## config.mk

```make
export PLATFORM = sky130hd
export DESIGN_NAME = nibble_serial_subtractor
export DESIGN_NICKNAME = d
export VERILOG_FILES = /design/src/rtl/nibble_serial_subtractor.sv
export SDC_FILE = /design/constraint.sdc
export NUM_CORES = 1
export LEC_CHECK = 0
export BUFFER_PORTS_ARGS = -buffer_cell sky130_fd_sc_hd__buf_4
export CORE_ASPECT_RATIO = 0.5
export CORE_MARGIN = 2
export CORE_UTILIZATION = 35
export CTS_CLUSTER_DIAMETER = 200
export DETAILED_ROUTE_END_ITERATION = 10
export SETUP_SLACK_MARGIN = 0.15
export SYNTH_ARGS = -nofsm -noshare
export SYNTH_HDL_FRONTEND = slang
export SYNTH_SLANG_ARGS = --single-unit
```

## constraint.sdc

```tcl
create_clock -name clk -period 6.4 [get_ports clk]
set_input_delay 0.96 -clock clk [delete_from_list [all_inputs] [get_ports clk]]
set_output_delay 0.96 -clock clk [all_outputs]
set_load 0.01 [all_outputs]
```

## src/rtl/nibble_serial_subtractor.sv

```systemverilog
// 16-bit a-b, one 4-bit lookahead nibble per cycle; accept->out_valid 4 cycles, result held until out_ready.
// Optional signed flags (ovf, slt) enabled by defining SUB_SIGNED_FLAGS_EN.
module nibble_serial_subtractor (
   input  logic        clk,
   input  logic        rst,
   input  logic        in_valid,
   output logic        in_ready,
   input  logic [15:0] a,
   input  logic [15:0] b,
   output logic        out_valid,
   input  logic        out_ready,
   output logic [15:0] d,
   output logic        borrow,
   output logic        zero
`ifdef SUB_SIGNED_FLAGS_EN
   ,
   output logic        ovf,
   output logic        slt
`endif
);

   typedef enum logic [1:0] {IDLE, RUN, DONE} state_t;

   state_t      state_q, state_d;
   logic [15:0] a_q, a_d, b_q, b_d, d_q, d_d;
   logic [1:0]  nib_cnt_q, nib_cnt_d;
   logic        carry_q, carry_d;
   logic        out_valid_q, out_valid_d;
   logic        borrow_q, borrow_d;
   logic        zero_q, zero_d;
`ifdef SUB_SIGNED_FLAGS_EN
   logic        ovf_q, ovf_d;
   logic        slt_q, slt_d;
`endif

   logic [3:0]  a_nib, bn_nib, g, p, sum;
   logic [4:0]  c;

   // One shared 4-bit lookahead group; subtraction as a + ~b + 1 with the +1 injected at nibble 0.
   always_comb begin
      a_nib  = a_q[{nib_cnt_q, 2'b00} +: 4];
      bn_nib = ~b_q[{nib_cnt_q, 2'b00} +: 4];
      g      = a_nib & bn_nib;
      p      = a_nib | bn_nib;
      c[0]   = (nib_cnt_q == 2'd0) ? 1'b1 : carry_q;
      c[1]   = g[0] | (p[0] & c[0]);
      c[2]   = g[1] | (p[1] & g[0]) | (p[1] & p[0] & c[0]);
      c[3]   = g[2] | (p[2] & g[1]) | (p[2] & p[1] & g[0]) | (p[2] & p[1] & p[0] & c[0]);
      c[4]   = g[3] | (p[3] & g[2]) | (p[3] & p[2] & g[1]) | (p[3] & p[2] & p[1] & g[0])
             | (p[3] & p[2] & p[1] & p[0] & c[0]);
      sum    = a_nib ^ bn_nib ^ c[3:0];
   end

   always_comb begin
      state_d     = state_q;
      a_d         = a_q;
      b_d         = b_q;
      d_d         = d_q;
      nib_cnt_d   = nib_cnt_q;
      carry_d     = carry_q;
      out_valid_d = out_valid_q;
      borrow_d    = borrow_q;
      zero_d      = zero_q;
`ifdef SUB_SIGNED_FLAGS_EN
      ovf_d       = ovf_q;
      slt_d       = slt_q;
`endif
      in_ready    = 1'b0;
      case (state_q)
         IDLE: begin
            in_ready = 1'b1;
            if (in_valid) begin
               a_d       = a;
               b_d       = b;
               nib_cnt_d = 2'd0;
               state_d   = RUN;
            end
         end
         RUN: begin
            d_d[{nib_cnt_q, 2'b00} +: 4] = sum;
            carry_d   = c[4];
            nib_cnt_d = nib_cnt_q + 2'd1;
            if (nib_cnt_q == 2'd3) begin
               // Flags are taken from the fully assembled difference, including this last nibble.
               state_d     = DONE;
               out_valid_d = 1'b1;
               borrow_d    = ~c[4];
               zero_d      = (d_d == 16'h0000);
`ifdef SUB_SIGNED_FLAGS_EN
               ovf_d       = (a_q[15] ^ b_q[15]) & (d_d[15] ^ a_q[15]);
               slt_d       = d_d[15] ^ ovf_d;
`endif
            end
         end
         DONE: begin
            if (out_ready) begin
               state_d     = IDLE;
               out_valid_d = 1'b0;
            end
         end
         default: state_d = IDLE;
      endcase
   end

   always_ff @(posedge clk or posedge rst) begin
      if (rst) begin
         state_q     <= IDLE;
         a_q         <= 16'h0000;
         b_q         <= 16'h0000;
         d_q         <= 16'h0000;
         nib_cnt_q   <= 2'd0;
         carry_q     <= 1'b0;
         out_valid_q <= 1'b0;
         borrow_q    <= 1'b0;
         zero_q      <= 1'b0;
`ifdef SUB_SIGNED_FLAGS_EN
         ovf_q       <= 1'b0;
         slt_q       <= 1'b0;
`endif
      end else begin
         state_q     <= state_d;
         a_q         <= a_d;
         b_q         <= b_d;
         d_q         <= d_d;
         nib_cnt_q   <= nib_cnt_d;
         carry_q     <= carry_d;
         out_valid_q <= out_valid_d;
         borrow_q    <= borrow_d;
         zero_q      <= zero_d;
`ifdef SUB_SIGNED_FLAGS_EN
         ovf_q       <= ovf_d;
         slt_q       <= slt_d;
`endif
      end
   end

   assign out_valid = out_valid_q;
   assign d         = d_q;
   assign borrow    = borrow_q;
   assign zero      = zero_q;
`ifdef SUB_SIGNED_FLAGS_EN
   assign ovf       = ovf_q;
   assign slt       = slt_q;
`endif

endmodule

```

## After elaboration in Yosys (flattened, before gate mapping)

Cells that the tools add are included.

- Reduce and logical (&&, ||, !) cells: 10
- Order comparisons: 0
- Bitwise operators: 32
- Divide/modulo/power cells: 0
- Shifts and indexed selects: 4
- $mul: 0
- $add $sub $neg: 2
- Eq/ne operators: 6
- Multiplexer cells: 12

Operator list:

| operator | number |
|---|---|
| $shiftx A16 B5 Y4 | 2 |
| $and A1 B1 Y1 | 16 |
| $bwmux W16 | 1 |
| $logic_not A16 Y1 | 1 |
| $shift A4 B6 Y16 const A | 1 |
| $shiftx A4 B6 Y16 | 1 |
| $or A1 B1 Y1 | 10 |
| $mux W2 | 4 |
| $xor A4 B4 Y4 | 2 |
| $ne A2 B2 Y1 const B | 3 |
| $neg A4 Y6 | 1 |
| $pmux W2 S3 | 1 |
| $reduce_and A2 Y1 | 3 |
| $reduce_and A3 Y1 | 2 |
| $and A4 B4 Y4 | 1 |
| $eq A2 B2 Y1 const B | 2 |
| $logic_not A2 Y1 | 2 |
| $mux W1 | 4 |
| $not A4 Y4 | 1 |
| $or A4 B4 Y4 | 1 |
| $pmux W2 S2 | 1 |
| $reduce_bool A2 Y1 | 2 |
| $add A2 B1 Y2 const B | 1 |
| $eq A2 B1 Y1 const B | 1 |
| other kinds (2) | 2 |

- Latch bits: 0
- Output and inout bits: 20
- Register bits after elaboration: 56
- Memories: 0
- Bits in writable memories: 0
- ROM bits: 0

## Longest topological paths before layout

Gate-level depths: netlist of run 1.

- Word-level depth: 11
- Mapped depth: 9

## Worst setup path before layout of run 1

Ideal clock, no wire load.

- Path type: flip-flop to flip-flop
- Start: register nib_cnt_q[0]
- End: register zero_q, in the netlist zero
- Setup slack: 3.488 ns
- Cell stages (with the launch flop): 9
- Data required time: 6.278 ns
- Arrival: 2.791 ns
- Buffers on the path: 1
- Cells stage by stage: dfrtp_1 buf_2 mux4_2 ha_1 or3_1 a311oi_2 xor2_2 a31o_1 a32o_1

- Word-level cells in the longest chain between the ends: 11
- Elaborated cells between the ends (all ways): 31
- Classes of those cells: add/sub (1); eq/ne (1); shift (4); mux (2); bitwise (20); reduce/logical (3)

RTL lines:

| element | RTL line | source |
|---|---|---|
| from (decl) | 26 | `logic [1:0] nib_cnt_q, nib_cnt_d;` |
| from (signal assigned) | 125 | `nib_cnt_q <= nib_cnt_d;` |
| $shiftx A16 B5 Y4 | 42 | `bn_nib = ~b_q[{nib_cnt_q, 2'b00} +: 4];` |
| $not A4 Y4 | 42 |  |
| $or A4 B4 Y4 / $and A4 B4 Y4 (equally long branches) | 44, 43 |  |
| $and A1 B1 Y1 | 48 | `c[3] = g[2] \| (p[2] & g[1]) \| (p[2] & p[1] & g[0]) \| (p[2] & p[1] & p[0] & c[0]);` |
| $or A1 B1 Y1 / $and A1 B1 Y1 (equally long branches) (2 in a row) | 48 |  |
| $or A1 B1 Y1 | 48 |  |
| $xor A4 B4 Y4 | 51 | `sum = a_nib ^ bn_nib ^ c[3:0];` |
| $shiftx A4 B6 Y16 | 80 | `d_d[{nib_cnt_q, 2'b00} +: 4] = sum;` |
| $bwmux W16 | 80 |  |
| $logic_not A16 Y1 | 88 | `zero_d = (d_d == 16'h0000);` |
| to (signal assigned) | 129 | `zero_q <= zero_d;` |
| to (decl) | 30 | `logic zero_q, zero_d;` |

Parallel ways exist; a longest one is shown, timed or not.
A chain may end at the register's enable or synchronous reset.

## Worst setup path after layout of run 1

Ends and elaborated chain as after synthesis.

==> metrics.txt, run 1 <==
# TYPE chip_impl_metric gauge
chip_impl_metric{name="worst_skew_pair_later_pin_latency",unit="ns"} 0.29
chip_impl_metric{name="ff2ff_setup_slack",unit="ns"} 3.17
chip_impl_metric{name="place_hpwl",unit="µm"} 4470
chip_impl_metric{name="dieWidth",unit="µm"} 131
chip_impl_info{name="synthTopCellsByCount",value="sky130_fd_sc_hd__nand2_1, sky130_fd_sc_hd__dfrtp_1, sky130_fd_sc_hd__ha_1"} 1
chip_impl_metric{name="drcViolationCount",unit=""} 0
chip_impl_metric{name="cts.sink_count",unit=""} 56
chip_impl_metric{name="core_area",unit="mm²"} 0.00789
chip_impl_metric{name="max_freq",unit="GHz"} 0.310
chip_impl_info{name="post-synth-top-count-cell",value="sky130_fd_sc_hd__nand2_1"} 1
chip_impl_metric{name="insertedDiodeCount",unit=""} 0
chip_impl_info{name="worstSetupStartpointType",value="flop"} 1
chip_impl_metric{name="effective_utilization_at_floorplan",unit="%"} 35.6
chip_impl_metric{name="number_of_buffers_created_by_cts",unit=""} 5
chip_impl_info{name="critical_path.cell_chain",value="mux4_2 > ha_1 > or3_1 > a311oi_2 > xor2_2 > a31o_1 > a32o_1"} 1
chip_impl_metric{name="clkTransAtPathRegs",unit="ns"} 0.07
chip_impl_info{name="run_status",value="completed"} 1
chip_impl_metric{name="die_h",unit="µm"} 67.3
chip_impl_metric{name="die_area",unit="mm²"} 0.00879
chip_impl_metric{name="drt_iter0_drc",unit=""} 126
chip_impl_metric{name="globalRouteTotalUtil",unit="%"} 15.0
chip_impl_metric{name="floorplan.io_pins",unit=""} 56
chip_impl_metric{name="firstDrtPassIters",unit=""} 4
chip_impl_metric{name="number_of_flops_mapped_to_enable_cells_by_yosys",unit=""} 0
chip_impl_metric{name="worst_path_max_stage_delay",unit="ns"} 0.87
chip_impl_metric{name="seq_area_frac_synth",unit="%"} 49.9
chip_impl_metric{name="aggregate_global_routing_overflow",unit=""} 0
chip_impl_metric{name="power.static_leakage",unit="nW"} 1.73
chip_impl_metric{name="cts_resized",unit=""} 0
chip_impl_metric{name="setup_viol_count_final",unit=""} 0
chip_impl_metric{name="synth_cells",unit=""} 297
chip_impl_metric{name="max_slew.worst_pin.slew",unit="ns"} 1.18
chip_impl_info{name="hold_class",value="reg -> reg"} 1
chip_impl_info{name="worst_setup_path_endpoint",value="zero"} 1
chip_impl_metric{name="hold_viol_final",unit=""} 0
chip_impl_metric{name="area.growth.synth_to_final",unit="%"} 22.8
chip_impl_info{name="crit-reg2reg-launch",value="nib_cnt_q[0]"} 1
chip_impl_metric{name="layout.cell_area.non_filler",unit="mm²"} 0.00345
chip_impl_info{name="criticalPathCategory",value="reg -> reg"} 1
chip_impl_metric{name="finalClockSkew",unit="ns"} 0.00619
chip_impl_metric{name="ctsHtreeMaxLevel",unit=""} 2
chip_impl_info{name="startpoint",value="nib_cnt_q[0]"} 1
chip_impl_info{name="ctsRootBufferMaster",value="sky130_fd_sc_hd__clkbuf_16"} 1
chip_impl_metric{name="num_vias",unit=""} 2131
chip_impl_metric{name="ys_seq_elements",unit=""} 56
chip_impl_metric{name="setup_ws",unit="ns"} 3.17
chip_impl_info{name="ys_dominant_reg_cell",value="sky130_fd_sc_hd__dfrtp_1"} 1
chip_impl_metric{name="synthesis.yosys.warnings",unit=""} 0
chip_impl_metric{name="layout-drive-gt1-share",unit="%"} 21.3
chip_impl_metric{name="post_synth.cell_area_avg",unit="µm²"} 9.45
chip_impl_metric{name="synthesis.nets",unit=""} 350
chip_impl_metric{name="routed_wirelength",unit="µm"} 6160
chip_impl_metric{name="timing.slew.headroom",unit="%"} 21.3
chip_impl_metric{name="hold_ws",unit="ns"} 0.474
chip_impl_metric{name="grt_pass1_vias",unit=""} 2186
chip_impl_info{name="timing.critical_path.slowest_stage_cell",value="sky130_fd_sc_hd__dfrtp_1"} 1
chip_impl_metric{name="std_cell_rows",unit=""} 23
chip_impl_metric{name="final_nets",unit=""} 400
chip_impl_info{name="post_synth_main_area_contributors",value="sky130_fd_sc_hd__dfrtp_1, sky130_fd_sc_hd__nand2_1, sky130_fd_sc_hd__ha_1"} 1
chip_impl_metric{name="p_per_area",unit="mW/mm²"} 556
chip_impl_metric{name="total_power",unit="mW"} 1.92
chip_impl_metric{name="top_area_cell_type_share_of_the_netlist_area",unit="%"} 49.9
chip_impl_metric{name="cap_violations",unit=""} 0
chip_impl_metric{name="report.final.slew_viol_count",unit=""} 0
chip_impl_metric{name="timing.setup.tns",unit="ns"} 0
chip_impl_info{name="timing.rr.end",value="zero"} 1
chip_impl_metric{name="async_reset_ff_share",unit="%"} 100
chip_impl_info{name="endpoint_kind",value="flop"} 1
chip_impl_metric{name="vdd_ir_drop_max",unit="mV"} 0.292
chip_impl_metric{name="post_cts.repair.setup_buffers",unit=""} 0
chip_impl_metric{name="reg2reg_depth",unit=""} 7
chip_impl_metric{name="worst-endpoint-arrival",unit="ns"} 3.41
chip_impl_metric{name="worstPathRequired",unit="ns"} 6.58
chip_impl_info{name="grt_setup_unrepaired",value="no"} 1
chip_impl_metric{name="cts_stage_hold_buffer_count",unit=""} 0
chip_impl_metric{name="via_per_inst",unit=""} 4.64
chip_impl_metric{name="pre_cts_slack",unit="ns"} 3.14
chip_impl_metric{name="post-route-period-util",unit="%"} 50.4
chip_impl_metric{name="grt_max_degree",unit=""} 57
chip_impl_metric{name="synth.distinct_cells",unit=""} 35
chip_impl_metric{name="dpl-instance-area",unit="mm²"} 0.00331
chip_impl_metric{name="cts_buffer_depth",unit=""} 2
chip_impl_info{name="synth_area_leader_cell",value="sky130_fd_sc_hd__dfrtp_1"} 1
chip_impl_info{name="tritoncts",value="built"} 1
chip_impl_metric{name="routed_wire_length_per_instance",unit="µm"} 13.4
chip_impl_metric{name="grt_pass1_wl",unit="µm"} 10300
chip_impl_metric{name="cp_max_fo",unit=""} 18
chip_impl_metric{name="detail_route_antenna_nets",unit=""} 0
chip_impl_metric{name="min_cycle_time_layout",unit="ns"} 3.23
chip_impl_metric{name="routabilityCongestion",unit=""} 0.914
chip_impl_metric{name="synth_area",unit="mm²"} 0.00281
chip_impl_metric{name="port_buffers",unit=""} 55
chip_impl_metric{name="grt_antenna_before_repair",unit=""} 0
cell usage in the layout, fill, tap and decap left out, types with 5 or more instances in the layout:
master / n
sky130_fd_sc_hd__buf_4: 55
sky130_fd_sc_hd__ha_1: 16
sky130_fd_sc_hd__nand2_1: 123
sky130_fd_sc_hd__nor2_1: 9
sky130_fd_sc_hd__inv_1: 14
sky130_fd_sc_hd__o31ai_1: 7
sky130_fd_sc_hd__clkbuf_16: 5
sky130_fd_sc_hd__o21ai_0: 11
sky130_fd_sc_hd__mux4_2: 8
sky130_fd_sc_hd__dfrtp_1: 56
state kept, by name, summed over array words and instances (netlist names):
signal and cells:
a_q 16, carry_q 1, out_valid 1, borrow 1, state_q 2, d 16
nib_cnt_q 2, zero 1, b_q 16
through the flow:
stage / utilization [%] / instances
after detailed placement: 42.0 / 452
after CTS: 43.7 / 459
after global placement: 42.0 / 452
after floorplan: - / 297
final: 43.7 / 459
after global routing: 43.7 / 459
report_power, final:
part           switching [mW]  leakage (nW)  internal [mW]  total, mW
Clock                   0.118        0.0667          0.143      0.261
Combinational           0.596         0.955          0.432       1.03
Sequential              0.124         0.712          0.506      0.629
worst min path at each step:
stage               startpoint  depth (start not counted)  slack [ns]       to
global route           b_q[12]                          2        0.50  b_q[12]
CTS                     a_q[4]                          2        0.48   a_q[4]
detailed placement      b_q[1]                          2        0.46   b_q[1]
floorplan              a_q[10]                          2        0.44  a_q[10]
finish                 b_q[15]                          2        0.47  b_q[15]
global placement        b_q[2]                          2        0.45   b_q[2]
layout make-up:
class                   instances  area, µm²
fillers                       791       4440
multi-input cells             214       1300
well taps                     112        140
flip-flops and latches         56       1400
clock inverters                 1       5.00
inverters                      15       56.3
clock buffers                   6        129
repair buffers                 55        413
metal layers:
layer  track usage, %  vias to the layer above  share of wire (%)
li1                 -                     1071                  -
met1             19.4                     1002                 48
met2             25.6                       46                 46
met3             3.33                       12                4.7
met4             4.65                        0                1.4
met5                0                        -                  0
cells by family (layout without fill, tap and decap cells):
group,Yosys count,count (layout),share of synthesized area (%)
flip-flops,56,56,49.9
AO/OA/AOI/OAI,33,33,8.52
adder cells (fa/ha/maj),17,17,7.85
AND/OR/NAND/NOR,152,152,22.1
buffers and inverters,27,77,3.66
multiplexers,9,9,6.78
XOR/XNOR,3,3,1.20
worst max-delay path, delay by kind of cell (launching register included):
kind	cells	cell delay, ns
fa+ha+maj	1	0.24
xor+xnor	1	0.19
compound gates	3	0.83
simple gates	1	0.32
flops	1	0.87
mux	1	0.67
Note: power is estimated with default switching activity, not from simulation.
==> inputs of run 2 (changes only) <==
- clock period: 6.4 -> 2.95 ns (I/O delays scaled with it)
==> metrics.txt, run 2 (synthesis results as in run 1) <==
# TYPE chip_impl_metric gauge
chip_impl_info{name="endpoint_kind",value="flop"} 1
chip_impl_metric{name="ctsHtreeMaxLevel",unit=""} 2
chip_impl_metric{name="grt_max_degree",unit=""} 35
chip_impl_metric{name="timing.setup.tns",unit="ns"} 0
chip_impl_metric{name="grt_antenna_before_repair",unit=""} 0
chip_impl_metric{name="detail_route_antenna_nets",unit=""} 0
chip_impl_info{name="hold_class",value="in -> async"} 1
chip_impl_metric{name="vdd_ir_drop_max",unit="mV"} 0.570
chip_impl_metric{name="reg2reg_depth",unit=""} 7
chip_impl_metric{name="cap_violations",unit=""} 0
chip_impl_metric{name="dieWidth",unit="µm"} 131
chip_impl_metric{name="insertedDiodeCount",unit=""} 0
chip_impl_metric{name="worst_skew_pair_later_pin_latency",unit="ns"} 0.29
chip_impl_info{name="ctsRootBufferMaster",value="sky130_fd_sc_hd__clkbuf_16"} 1
chip_impl_metric{name="final_nets",unit=""} 412
chip_impl_metric{name="cts_buffer_depth",unit=""} 2
chip_impl_metric{name="post-route-period-util",unit="%"} 92.5
chip_impl_metric{name="hold_viol_final",unit=""} 0
chip_impl_metric{name="p_per_area",unit="mW/mm²"} 1220
chip_impl_metric{name="layout.cell_area.non_filler",unit="mm²"} 0.00356
chip_impl_metric{name="timing.slew.headroom",unit="%"} 29.5
chip_impl_metric{name="worstPathRequired",unit="ns"} 3.18
chip_impl_metric{name="routed_wirelength",unit="µm"} 6290
chip_impl_metric{name="num_vias",unit=""} 2208
chip_impl_metric{name="finalCoreUtilization",unit="%"} 45.1
chip_impl_metric{name="pre_cts_slack",unit="ns"} 0.0845
chip_impl_info{name="layout_common_cells",value="sky130_fd_sc_hd__nand2_1, sky130_fd_sc_hd__buf_4, sky130_fd_sc_hd__dfrtp_1, sky130_fd_sc_hd__ha_1, sky130_fd_sc_hd__inv_1"} 1
chip_impl_metric{name="dpl-instance-area",unit="mm²"} 0.00337
chip_impl_metric{name="power.static_leakage",unit="nW"} 1.79
chip_impl_info{name="tritoncts",value="built"} 1
chip_impl_metric{name="core_area",unit="mm²"} 0.00789
chip_impl_metric{name="aggregate_global_routing_overflow",unit=""} 0
chip_impl_metric{name="std_cell_rows",unit=""} 23
chip_impl_metric{name="place_hpwl",unit="µm"} 4670
chip_impl_metric{name="report.final.slew_viol_count",unit=""} 0
chip_impl_metric{name="grt_pass1_vias",unit=""} 2219
chip_impl_metric{name="clkTransAtPathRegs",unit="ns"} 0.07
chip_impl_metric{name="worst_path_max_stage_delay",unit="ns"} 0.59
chip_impl_metric{name="cts.sink_count",unit=""} 56
chip_impl_metric{name="grt_pass1_wl",unit="µm"} 10600
chip_impl_metric{name="ff2ff_setup_slack",unit="ns"} 0.22
chip_impl_info{name="timing.critical_path.slowest_stage_cell",value="sky130_fd_sc_hd__mux4_2"} 1
chip_impl_metric{name="max_slew.worst_pin.slew",unit="ns"} 1.05
chip_impl_metric{name="min_cycle_time_layout",unit="ns"} 2.73
chip_impl_metric{name="max_freq",unit="GHz"} 0.366
chip_impl_metric{name="setup_viol_count_final",unit=""} 0
chip_impl_metric{name="fillers",unit=""} 790
chip_impl_metric{name="routed_wire_length_per_instance",unit="µm"} 13.4
chip_impl_info{name="grt_setup_unrepaired",value="no"} 1
chip_impl_metric{name="worst-endpoint-arrival",unit="ns"} 2.96
chip_impl_metric{name="total_power",unit="mW"} 4.35
chip_impl_metric{name="globalRouteTotalUtil",unit="%"} 15.4
chip_impl_metric{name="drt_iter0_drc",unit=""} 169
chip_impl_metric{name="effective_utilization_at_floorplan",unit="%"} 35.6
chip_impl_info{name="timing.critical_path.max_delay_family",value="compound AO/OA/AOI/OAI gates"} 1
chip_impl_metric{name="layout-drive-gt1-share",unit="%"} 24.8
chip_impl_metric{name="finalClockSkew",unit="ns"} 0.00477
chip_impl_metric{name="setup_ws",unit="ns"} 0.220
chip_impl_info{name="layout_commonest_cell",value="sky130_fd_sc_hd__nand2_1"} 1
chip_impl_info{name="criticalPathCategory",value="reg -> reg"} 1
chip_impl_info{name="critical_path.cell_chain",value="mux4_2 > ha_1 > or3_1 > a311oi_4 > xor2_2 > a31o_1 > a32o_1"} 1
chip_impl_metric{name="number_of_buffers_created_by_cts",unit=""} 5
chip_impl_info{name="run_status",value="completed"} 1
chip_impl_metric{name="die_area",unit="mm²"} 0.00879
chip_impl_metric{name="firstDrtPassIters",unit=""} 4
chip_impl_info{name="crit-reg2reg-launch",value="nib_cnt_q[0]"} 1
chip_impl_metric{name="port_buffers",unit=""} 55
chip_impl_metric{name="via_per_inst",unit=""} 4.69
chip_impl_metric{name="cp_max_fo",unit=""} 7
chip_impl_info{name="worstSetupStartpointType",value="flop"} 1
chip_impl_metric{name="die_h",unit="µm"} 67.3
chip_impl_info{name="timing.rr.end",value="zero"} 1
chip_impl_metric{name="crit_buf_inv",unit=""} 0
chip_impl_metric{name="area.growth.synth_to_final",unit="%"} 26.7
chip_impl_metric{name="drcViolationCount",unit=""} 0
chip_impl_metric{name="multi_input_area",unit="mm²"} 0.00132
chip_impl_metric{name="routabilityCongestion",unit=""} 0.876
chip_impl_metric{name="seq_area",unit="mm²"} 0.00140
chip_impl_metric{name="floorplan.io_pins",unit=""} 56
## run 2: layout make-up
cell class / instances / share of cell area (%)
Clock buffer: 6 / 3.62
Clock inverter: 1 / 0.141
Sequential cell: 56 / 39.5
Inverter: 15 / 1.58
Tap cell: 112 / 3.94
Timing Repair Buffer: 67 / 14.1
Multi-Input combinational cell: 214 / 37.1
## run 2: how the worst max path moves through the flow
stage | startpoint | end | slack (ns) | depth (start not counted)
after detailed placement | nib_cnt_q[1] | zero | 0.08 | 8
final | nib_cnt_q[0] | zero | 0.22 | 7
after global routing | nib_cnt_q[0] | zero | 0.15 | 7
after global placement | nib_cnt_q[0] | zero | 0.23 | 7
after floorplan | nib_cnt_q[0] | zero | 0.18 | 8
after CTS | nib_cnt_q[0] | zero | 0.19 | 7
## run 2: worst reg2reg max path: stages, from the launching register on
cell,delay [ns]
sky130_fd_sc_hd__dfrtp_2,0.46
sky130_fd_sc_hd__mux4_2,0.59
sky130_fd_sc_hd__ha_1,0.23
sky130_fd_sc_hd__or3_1,0.35
sky130_fd_sc_hd__a311oi_4,0.34
sky130_fd_sc_hd__xor2_2,0.33
sky130_fd_sc_hd__a31o_1,0.21
sky130_fd_sc_hd__a32o_1,0.16
## run 2: where the power goes
group | total [mW] | switching, mW | leakage, nW | internal, mW
Sequential | 1.32 | 0.219 | 0.710 | 1.10
Clock | 0.574 | 0.264 | 0.0667 | 0.310
Combinational | 2.45 | 1.41 | 1.02 | 1.05
Total | 4.35 | 1.89 | 1.79 | 2.46
## run 2: metrics by stage
step / hold slack [ns] / std cells
final: 0.213 / 471
after global routing: 0.273 / 471
after CTS: 0.236 / 467
after detailed placement: 0.461 / 459
after global placement: 0.458 / 459
after floorplan: 0.440 / 297
## run 2: repair_timing
| item | in CTS | in global routing |
|---|---|---|
| hold endpoints to repair | 0 | 0 |
| endpoints found under the setup margin | 1 | 1 |
| hold buffers | 0 | 0 |
| resized for setup | 1 | 3 |
| buffers inserted | 1 | 4 |
| pin swaps | 0 | 2 |
## run 2: layer usage
metal	vias to the layer above	track usage, %	wire (µm)
li1	1101	-	-
met4	0	3.86	57
met5	-	0	0
met3	5	2.69	259
met2	44	25.5	2870
met1	1058	21.5	3110
